[config.mk]
export PLATFORM = sky130hd
export DESIGN_NAME = result_out_port_flat
export DESIGN_NICKNAME = d
export VERILOG_FILES = /design/src/rtl/result_out_port_if.sv /design/src/rtl/result_out_port.sv /design/src/flat_wrapper.sv
export SDC_FILE = /design/constraint.sdc
export NUM_CORES = 1
export LEC_CHECK = 0
export CORE_AREA = 2 2 112 114
export DETAILED_ROUTE_END_ITERATION = 10
export DIE_AREA = 0 0 114 116
export GPL_ROUTABILITY_DRIVEN = 0
export SLEW_MARGIN = 10
export SYNTH_ARGS = -nofsm -noshare
export SYNTH_HDL_FRONTEND = slang
export SYNTH_SLANG_ARGS = --single-unit
[constraint.sdc]
create_clock -name clk -period 3.1 [get_ports clk]
set_input_delay 0.31 -clock clk [delete_from_list [all_inputs] [get_ports clk]]
set_output_delay 0.31 -clock clk [all_outputs]
set_load 0.01 [all_outputs]
[src/rtl/result_out_port_if.sv]
// Handshake/bus bundle between the processor result side and the output stage.
// master: processor/board side (drives result, result_valid, mode, sel).
// slave : result_out_port (drives out, out_idx, out_strobe, busy).
interface result_out_port_if #(
    parameter int DATA_W = 32,
    parameter int OUT_W  = 8
);
    localparam int SLICES = DATA_W / OUT_W;
    localparam int IW     = (SLICES > 1) ? $clog2(SLICES) : 1;

    logic [DATA_W-1:0] result;
    logic              result_valid;
    logic [1:0]        mode;
    logic [IW-1:0]     sel;
    logic [OUT_W-1:0]  out;
    logic [IW-1:0]     out_idx;
    logic              out_strobe;
    logic              busy;

    modport master (
        output result, result_valid, mode, sel,
        input  out, out_idx, out_strobe, busy
    );

    modport slave (
        input  result, result_valid, mode, sel,
        output out, out_idx, out_strobe, busy
    );
endinterface

[src/rtl/result_out_port.sv]
// Output stage: presents a selected slice of the result bus, or scans a snapshot MSB slice first.
// Latency: one cycle from result/sel (static) or from the capture edge to the first scanned slice.
// Backpressure: none; a trigger during a scan is held in a one-deep overwrite buffer.
//
// Ports: clk, rst_n (async active-low); bus (slave modport):
//   result/result_valid/mode/sel in; out/out_idx/out_strobe/busy out (all registered).
module result_out_port #(
    parameter int DATA_W = 32,
    parameter int OUT_W  = 8,
    parameter int HOLD   = 4
) (
    input logic              clk,
    input logic              rst_n,
    result_out_port_if.slave bus
);
    localparam int SLICES = DATA_W / OUT_W;
    localparam int IW     = (SLICES > 1) ? $clog2(SLICES) : 1;
    localparam int HW     = (HOLD > 1) ? $clog2(HOLD) : 1;

    localparam logic [IW-1:0] TOP     = IW'(SLICES - 1);
    localparam logic [HW-1:0] HOLD_M1 = HW'(HOLD - 1);
    localparam logic [1:0]    M_SCAN   = 2'd1;
    localparam logic [1:0]    M_CHANGE = 2'd2;

    typedef logic [SLICES-1:0][OUT_W-1:0] slices_t;
    typedef enum logic {IDLE, SHOW} state_t;

    state_t            state;
    logic [DATA_W-1:0] snap;
    logic [DATA_W-1:0] pend_dat;
    logic              pend;
    logic [1:0]        act_mode;   // mode that launched the current scan
    logic [IW-1:0]     slice_cnt;
    logic [HW-1:0]     hold_cnt;

    logic [OUT_W-1:0]  out_q;
    logic [IW-1:0]     idx_q;
    logic              strobe_q;
    logic              busy_q;

    slices_t res_s;
    slices_t snap_s;
    logic    is_static;
    logic    trig;
    logic    last;

    assign res_s  = bus.result;
    assign snap_s = snap;

    assign is_static = (bus.mode != M_SCAN) && (bus.mode != M_CHANGE);
    // CHANGE compares against the snapshot currently held, which is the one being shown in SHOW.
    assign trig = ((bus.mode == M_SCAN) && bus.result_valid) ||
                  ((bus.mode == M_CHANGE) && (bus.result != snap));
    assign last = (slice_cnt == '0) && (hold_cnt == '0);

    always_ff @(posedge clk or negedge rst_n) begin
        if (!rst_n) begin
            state     <= IDLE;
            snap      <= '0;
            pend_dat  <= '0;
            pend      <= 1'b0;
            act_mode  <= 2'd0;
            slice_cnt <= '0;
            hold_cnt  <= '0;
            out_q     <= '0;
            idx_q     <= '0;
            strobe_q  <= 1'b0;
            busy_q    <= 1'b0;
        end else begin
            case (state)
                IDLE: begin
                    strobe_q <= 1'b0;
                    busy_q   <= 1'b0;
                    if (is_static) begin
                        out_q <= res_s[bus.sel];
                        idx_q <= bus.sel;
                    end else if (trig) begin
                        snap      <= bus.result;
                        act_mode  <= bus.mode;
                        slice_cnt <= TOP;
                        hold_cnt  <= HOLD_M1;
                        state     <= SHOW;
                    end
                end

                SHOW: begin
                    if (bus.mode != act_mode) begin
                        // Mode switched under a scan: abandon it and any queued capture.
                        state    <= IDLE;
                        pend     <= 1'b0;
                        strobe_q <= 1'b0;
                        busy_q   <= 1'b0;
                        if (is_static) begin
                            out_q <= res_s[bus.sel];
                            idx_q <= bus.sel;
                        end
                    end else begin
                        out_q    <= snap_s[slice_cnt];
                        idx_q    <= slice_cnt;
                        busy_q   <= 1'b1;
                        strobe_q <= (hold_cnt == HOLD_M1);
                        if (last) begin
                            if (trig || pend) begin
                                // Chain straight into the next scan so busy never drops.
                                snap      <= trig ? bus.result : pend_dat;
                                pend      <= 1'b0;
                                slice_cnt <= TOP;
                                hold_cnt  <= HOLD_M1;
                            end else begin
                                state <= IDLE;
                            end
                        end else begin
                            if (trig) begin
                                pend     <= 1'b1;
                                pend_dat <= bus.result;
                            end
                            if (hold_cnt == '0) begin
                                hold_cnt  <= HOLD_M1;
                                slice_cnt <= slice_cnt - 1'b1;
                            end else begin
                                hold_cnt <= hold_cnt - 1'b1;
                            end
                        end
                    end
                end

                default: state <= IDLE;
            endcase
        end
    end

    assign bus.out        = out_q;
    assign bus.out_idx    = idx_q;
    assign bus.out_strobe = strobe_q;
    assign bus.busy       = busy_q;
endmodule

[src/flat_wrapper.sv]
// flat-port wrapper written by rule: the top's interface ports become plain ports
module result_out_port_flat 
#(
    parameter int DATA_W = 32,
    parameter int OUT_W  = 8,
    parameter int HOLD   = 4
)
  (clk, rst_n, bus_result, bus_result_valid, bus_mode, bus_sel, bus_out, bus_out_idx, bus_out_strobe, bus_busy);
  result_out_port_if #(.DATA_W(DATA_W), .OUT_W(OUT_W)) bus_i ();
  input logic clk;
  input logic rst_n;
  input wire logic [$bits(bus_i.result)-1:0] bus_result;
  input wire logic [$bits(bus_i.result_valid)-1:0] bus_result_valid;
  input wire logic [$bits(bus_i.mode)-1:0] bus_mode;
  input wire logic [$bits(bus_i.sel)-1:0] bus_sel;
  output wire logic [$bits(bus_i.out)-1:0] bus_out;
  output wire logic [$bits(bus_i.out_idx)-1:0] bus_out_idx;
  output wire logic [$bits(bus_i.out_strobe)-1:0] bus_out_strobe;
  output wire logic [$bits(bus_i.busy)-1:0] bus_busy;
  assign bus_i.result = bus_result;
  assign bus_i.result_valid = bus_result_valid;
  assign bus_i.mode = bus_mode;
  assign bus_i.sel = bus_sel;
  assign bus_out = bus_i.out;
  assign bus_out_idx = bus_i.out_idx;
  assign bus_out_strobe = bus_i.out_strobe;
  assign bus_busy = bus_i.busy;
  result_out_port #(.DATA_W(DATA_W), .OUT_W(OUT_W), .HOLD(HOLD)) u_core (.clk(clk), .rst_n(rst_n), .bus(bus_i));
endmodule
**After elaboration in Yosys (flattened, before gate mapping)**

Index checks and enable logic that the tools add are counted.

- Word-level logic and storage cells: 91
- Input bits: 39
- Output and inout bits: 12
- Register bits: 84

- Add/subtract/negate cells: 2
- Reduce and logical (&&, ||, !) cells: 15
- Magnitude comparators: 2
- Bitwise gates (word level): 4
- Muxes and demuxes: 42
- Equal/unequal tests: 15

Operators with widths:

| operator | number |
|---|---|
| 32-bit 2-to-1 mux | 6 |
| 32-bit one-hot mux with 2 select lines | 1 |
| 8-bit binary-select mux with 2-bit select | 2 |
| 8-bit 2-to-1 mux | 4 |
| 32-bit != test | 1 |
| 2-bit 2-to-1 mux | 11 |
| 8-bit one-hot mux with 2 select lines | 1 |
| 2-bit one-hot mux with 2 select lines | 3 |
| 1-bit 2-to-1 mux | 11 |
| 2-bit != test (second input constant) | 5 |
| 5-bit AND reduction | 2 |
| 3-bit != test (second input constant) | 3 |
| 3-bit AND reduction | 3 |
| 2-bit by 3-bit less-than comparator with 1-bit output (second input constant) | 2 |
| 1-bit one-hot mux with 2 select lines | 3 |
| 2-bit == test (second input constant) | 2 |
| 1-bit logical AND | 4 |
| 2-bit logical NOT | 2 |
| 2-bit by 1-bit != test with 1-bit output (second input constant) | 2 |
| 1-bit inverter | 4 |
| 4-bit AND reduction | 1 |
| 2-bit by 1-bit subtractor with 2-bit output (second input constant) | 2 |
| 3-bit nonzero test | 1 |
| 2-bit by 1-bit == test with 1-bit output (second input constant) | 1 |
| 2 further kinds | 3 |

**Logic depth before layout (Yosys ltp)**

- Depth in word-level cells: 8
- Mapped depth: 9
- Gate-level depth less buffers: 8

**Worst setup path after synthesis**

OpenSTA, ideal clock, no wires.

- Kind: flip-flop to flip-flop
- Start point: register u_core.slice_cnt[0]
- End point: register u_core.pend_dat[10]
- Period minus slack after synthesis: 2.398 ns
- Stages on the path, launching flop included: 9
- Arrival: 2.273 ns
- Buffers on the path: 2
- Path slack: 0.702 ns
- Library setup time: 0.125 ns
- Required time: 2.975 ns
- Cell sequence: dfrtp_1 > buf_1 > inv_1 > ha_1 > nand2_1 > nand2_1 > nor3b_1 > buf_2 > mux2_2

- Longest elaborated chain between the ends: 4

RTL lines:

| what | RTL line | source |
|---|---|---|
| from (decl) | result_out_port.sv:33 | `logic [IW-1:0] slice_cnt;` |
| from (signal assigned) | result_out_port.sv:119 | `slice_cnt <= slice_cnt - 1'b1;` |
| 2-bit logical NOT | result_out_port.sv:54 | `assign last = (slice_cnt == '0) && (hold_cnt == '0);` |
| 1-bit logical AND | result_out_port.sv:54 |  |
| 1-bit inverter (no source line) | n/a |  |
| 3-bit AND reduction (no source line) | n/a |  |
| to (signal assigned) | result_out_port.sv:115 | `pend_dat <= bus.result;` |
| to (decl) | result_out_port.sv:30 | `logic [DATA_W-1:0] pend_dat;` |

Every way passes these cells.
A chain may end at the register's enable or synchronous reset.

**Worst setup path in the final report**

- Start point: input port bus_result[15]
- End point: register u_core.snap[5]

- Longest elaborated chain between the ends: 8
- Elaborated cells on any way between the ends: 12
- Classes of those cells: eq/ne: 3; mux: 5; reduce/logical: 4

RTL lines:

| what | RTL line | source |
|---|---|---|
| from (decl) | flat_wrapper.sv:12 | `input wire logic [$bits(bus_i.result)-1:0] bus_result;` |
| 32-bit != test * | result_out_port.sv:53 | `((bus.mode == M_CHANGE) && (bus.result != snap));` |
| 1-bit logical AND * | result_out_port.sv:53 |  |
| 1-bit logical OR * | result_out_port.sv:52 | `assign trig = ((bus.mode == M_SCAN) && bus.result_valid) \|\|` |
| 32-bit 2-to-1 mux | result_out_port.sv:105 | `snap <= trig ? bus.result : pend_dat;` |
| 32-bit 2-to-1 mux | result_out_port.sv:103 | `if (trig \|\| pend) begin` |
| 32-bit 2-to-1 mux | result_out_port.sv:102 | `if (last) begin` |
| 32-bit 2-to-1 mux | result_out_port.sv:87 | `if (bus.mode != act_mode) begin` |
| 32-bit one-hot mux with 2 select lines | result_out_port.sv:70 | `case (state)` |
| to (signal assigned) | result_out_port.sv:78 | `snap <= bus.result;` |
| to (signal assigned) | result_out_port.sv:105 |  |
| to (decl) | result_out_port.sv:29 | `logic [DATA_W-1:0] snap;` |

Every way passes the cells marked *; elsewhere a longest branch is shown, timed or not. The select of a mux whose other input is x is not followed.

==> metrics.txt <==
fill cell total of the finished layout 1058; length in cells of the worst reg-to-reg path 9; nets@finish 455; initial antenna violation count 0; Placed Cells incl. Taps 546; Fmax 348 MHz; Worst Clk Skew 6.11 ps; reg-to-reg endpoint u_core.snap[5]; CP Class in2reg; element type at the critical path end register; number of global-route vias before repair 3141; data arrival time of the worst path 3100 ps; simple-gate share of the synthesized area 0.0494; startpoint of the most critical register-to-register path u_core.snap[15]; maximum fanout along the worst path 16; via count of the routed design 2946; number of maximum-capacitance constraint violations 0; Skew-Pair Late Insertion Delay 340 ps; Hold/Removal Path Class in2async; total global routing overflow 0; Core Region 0.0119 mm2; list of cells traversed by the critical path clkdlybuf4s50_1 > xnor2_1 > nand4_1 > nor4_2 > nand2_2 > buf_4 > a221oi_2 > a211o_1 > buf_12 > mux2_2; Synth Register Bits 84; Clock Sink Count 84; CTS clock-pin slew for the worst setup and hold paths 60 ps; Compound-Gate Fraction of Synth Area 0.0329; unrepaired setup endpoints after global routing false; run status finished, final reports clean; placed wire-length estimate after detailed placement 7410 um; finished layout cell area 0.00585 mm2; biggest cell delay along the critical path 500 ps; effective utilization at floorplan 0.393; count of routing violations after the opening detailed-route iteration 105; CTS tree built; wire length per cell after detailed routing 18.8 um; cell area after technology mapping 0.00468 mm2; Synth Area per Inst 13.8 um2; fraction of layout instances using a drive strength above 1 0.399; number of nets in the synthesized netlist 384; headroom to the max-slew limit 0.520; total length of routed wires 10600 um; pins over their slew limit 0; synthesized instance count 340; global-route wire length before repair 17200 um; antenna diode instance count 0; detailed-router iteration count before antenna repair 4; floorplan die width 114 um; dominant combinational cell family by area after synthesis multiplexers; clock root buffer master sky130_fd_sc_hd__clkbuf_16; final hold viol count 0; post-synthesis mux area share 0.362; vertical extent of the die 116 um; pwr dens 803 mW/mm2; overall die area 0.0132 mm2; Final Critical Period 2880 ps; CTS max path bufs 2; maximum level of the CTS H-tree 3; Least-Margin Pin Slew 717 ps; count of standard-cell rows 40; All-Layer GR Usage 0.173; hold slack 495 ps; post-route setup slack 223 ps; Yosys Warn Count 0; endpoint required time on the critical path 3320 ps; largest voltage drop on the vdd net 0.596 mV; placement-stage worst setup slack -63.6 ps; final standard cell count with taps included and fillers excluded 563; Buffers on Ports 50; Setup crit start kind input pin; sequential fraction of the synthesis area 0.449; slowest stage cell on the critical path sky130_fd_sc_hd__clkdlybuf4s50_1; number of setup violations in the final report 0; vias per cell 5.23; maximum number of pins on one net before global-route repair 40; total placed instance area 0.00552 mm2; R2R setup slack 320 ps; xor and xnor fraction of the mapped netlist area 0.0636; Residual DRC 0; area added between synthesis and finish 24.8%; P_leak 2.58 nW; Synth Area in Adders 0.0134; Ports 51; total clock buffers created by CTS 9; Cell variety after synth 37; Post-CTS Setup Repair Bufs 0; final critical-path share of the clock period 0.928; Final ANT Viol Nets 0
[metrics by stage]
stage,setup TNS (ps),power (mW),util
after floorplan,0,3.02,-
after global placement,-1580,3.51,0.463
after detailed placement,-1710,3.56,0.463
after CTS,0,4.73,0.491
after global routing,0,4.96,0.491
final,0,4.70,0.491
[layer usage]
| metal | global-route usage | vias up | share of wire |
|---|---|---|---|
| li1 | - | 1378 | - |
| met1 | 0.235 | 1511 | 0.48 |
| met2 | 0.286 | 48 | 0.48 |
| met3 | 0.0366 | 9 | 0.033 |
| met4 | 0.0439 | 0 | 0.010 |
| met5 | 0 | - | 0 |
[timing repair]
| item | CTS | global route |
|---|---|---|
| hold buffers | 1 | 0 |
| endpoints found under the hold margin | 37 | 0 |
| gates resized for setup | 0 | 0 |
[cell families (layout without fill, tap and decap cells)]
| family | count (synthesis) | after routing |
|---|---|---|
| adder cells (fa/ha/maj) | 5 | 5 |
| AND/OR/NAND/NOR | 42 | 42 |
| buffers and inverters | 27 | 103 |
| AO/OA/AOI/OAI | 22 | 22 |
| multiplexers | 126 | 126 |
| flip-flops | 84 | 84 |
| XOR/XNOR | 34 | 34 |
[cell type report]
type / instances / area, um2 / share of cell area
inverter: 9 / 33.8 / 0.00578
clock inverter: 5 / 75.1 / 0.0128
timing repair buffer: 78 / 761 / 0.130
tap: 147 / 184 / 0.0315
clock buffer: 11 / 243 / 0.0415
sequential: 84 / 2100 / 0.360
multi-input combinational: 229 / 2450 / 0.419
[worst max-delay path by stage]
stage	startpoint	to	slack, ps	cells past startpoint
final	bus_result[15]	u_core.snap[5]	220	10
after global routing	bus_result[15]	u_core.snap[8]	80	10
after CTS	bus_result[15]	u_core.snap[8]	260	10
after detailed placement	bus_result[15]	u_core.snap[17]	-60	10
after global placement	bus_result[15]	u_core.snap[30]	-50	10
after floorplan	u_core.slice_cnt[0]	u_core.pend_dat[10]	700	8
[layout by cell type, fill, tap and decap left out, types with 5 or more instances in the layout]
cell type / n
sky130_fd_sc_hd__mux2_4: 30
sky130_fd_sc_hd__xnor2_1: 32
sky130_fd_sc_hd__clkbuf_16: 9
sky130_fd_sc_hd__nor2_1: 13
sky130_fd_sc_hd__mux4_2: 16
sky130_fd_sc_hd__a21oi_1: 13
sky130_fd_sc_hd__mux2i_1: 11
sky130_fd_sc_hd__nand2_1: 7
sky130_fd_sc_hd__nand4_1: 8
sky130_fd_sc_hd__dfrtp_1: 84
sky130_fd_sc_hd__mux2_2: 69
sky130_fd_sc_hd__ha_1: 5
sky130_fd_sc_hd__buf_4: 24
sky130_fd_sc_hd__inv_1: 9
sky130_fd_sc_hd__clkdlybuf4s50_1: 49
[flip-flops by register name, summed over array words and instances, names as in the netlist]
| register | count |
|---|---|
| u_core.slice_cnt | 2 |
| u_core.pend | 1 |
| u_core.bus.out_idx | 2 |
| u_core.snap | 32 |
| u_core.state | 1 |
| u_core.act_mode | 2 |
| u_core.hold_cnt | 2 |
| u_core.bus.out | 8 |
| u_core.pend_dat | 32 |
| u_core.bus.busy | 1 |
| u_core.bus.out_strobe | 1 |
[Yosys cell counts]
cell type                   instances  area share
sky130_fd_sc_hd__nand2_1            7      0.0056
sky130_fd_sc_hd__mux2_4            30       0.096
sky130_fd_sc_hd__nor3b_1            1      0.0016
sky130_fd_sc_hd__mux4_2            16       0.077
sky130_fd_sc_hd__buf_2              3      0.0032
sky130_fd_sc_hd__a31oi_1            1      0.0013
sky130_fd_sc_hd__o211ai_1           1      0.0016
sky130_fd_sc_hd__a2111oi_0          1      0.0019
sky130_fd_sc_hd__nand4_1            8       0.011
sky130_fd_sc_hd__buf_1              1     0.00080
sky130_fd_sc_hd__clkbuf_1           8      0.0064
sky130_fd_sc_hd__nor3_1             1      0.0011
sky130_fd_sc_hd__a211o_4            1      0.0037
sky130_fd_sc_hd__a311oi_1           1      0.0019
sky130_fd_sc_hd__nor2_1            13       0.010
sky130_fd_sc_hd__o311ai_0           1      0.0019
sky130_fd_sc_hd__or4b_2             1      0.0021
sky130_fd_sc_hd__xnor2_1           32       0.060
sky130_fd_sc_hd__and3_1             1      0.0013
sky130_fd_sc_hd__xor2_1             2      0.0037
sky130_fd_sc_hd__buf_6              3      0.0072
sky130_fd_sc_hd__inv_1              9      0.0072
sky130_fd_sc_hd__a211o_1            1      0.0019
sky130_fd_sc_hd__nor4_1             2      0.0027
sky130_fd_sc_hd__nor4_2             2      0.0053
sky130_fd_sc_hd__buf_4              3      0.0048
sky130_fd_sc_hd__a21oi_1           13       0.014
sky130_fd_sc_hd__a221oi_2           1      0.0032
sky130_fd_sc_hd__nand2_2            1      0.0013
sky130_fd_sc_hd__a21o_1             1      0.0016
sky130_fd_sc_hd__and2_1             3      0.0040
sky130_fd_sc_hd__or2_2              1      0.0013
sky130_fd_sc_hd__mux2_2            69        0.17
sky130_fd_sc_hd__nand4b_1           1      0.0019
sky130_fd_sc_hd__ha_1               5       0.013
sky130_fd_sc_hd__mux2i_1           11       0.024
sky130_fd_sc_hd__dfrtp_1           84        0.45
[report_power, final]
part / internal, mW / switching [mW] / leakage (nW)
combinational: 1.01 / 0.599 / 1.39
clock: 0.724 / 0.434 / 0.159
sequential: 1.58 / 0.348 / 1.02
[critical path, delay by kind of cell]
kind            cells  cell delay (ps)
simple gates        3              690
buf+inv             3              860
compound gates      2              510
xor+xnor            1              360
mux                 1              350
No activity file was read; power rests on OpenSTA's default activity.
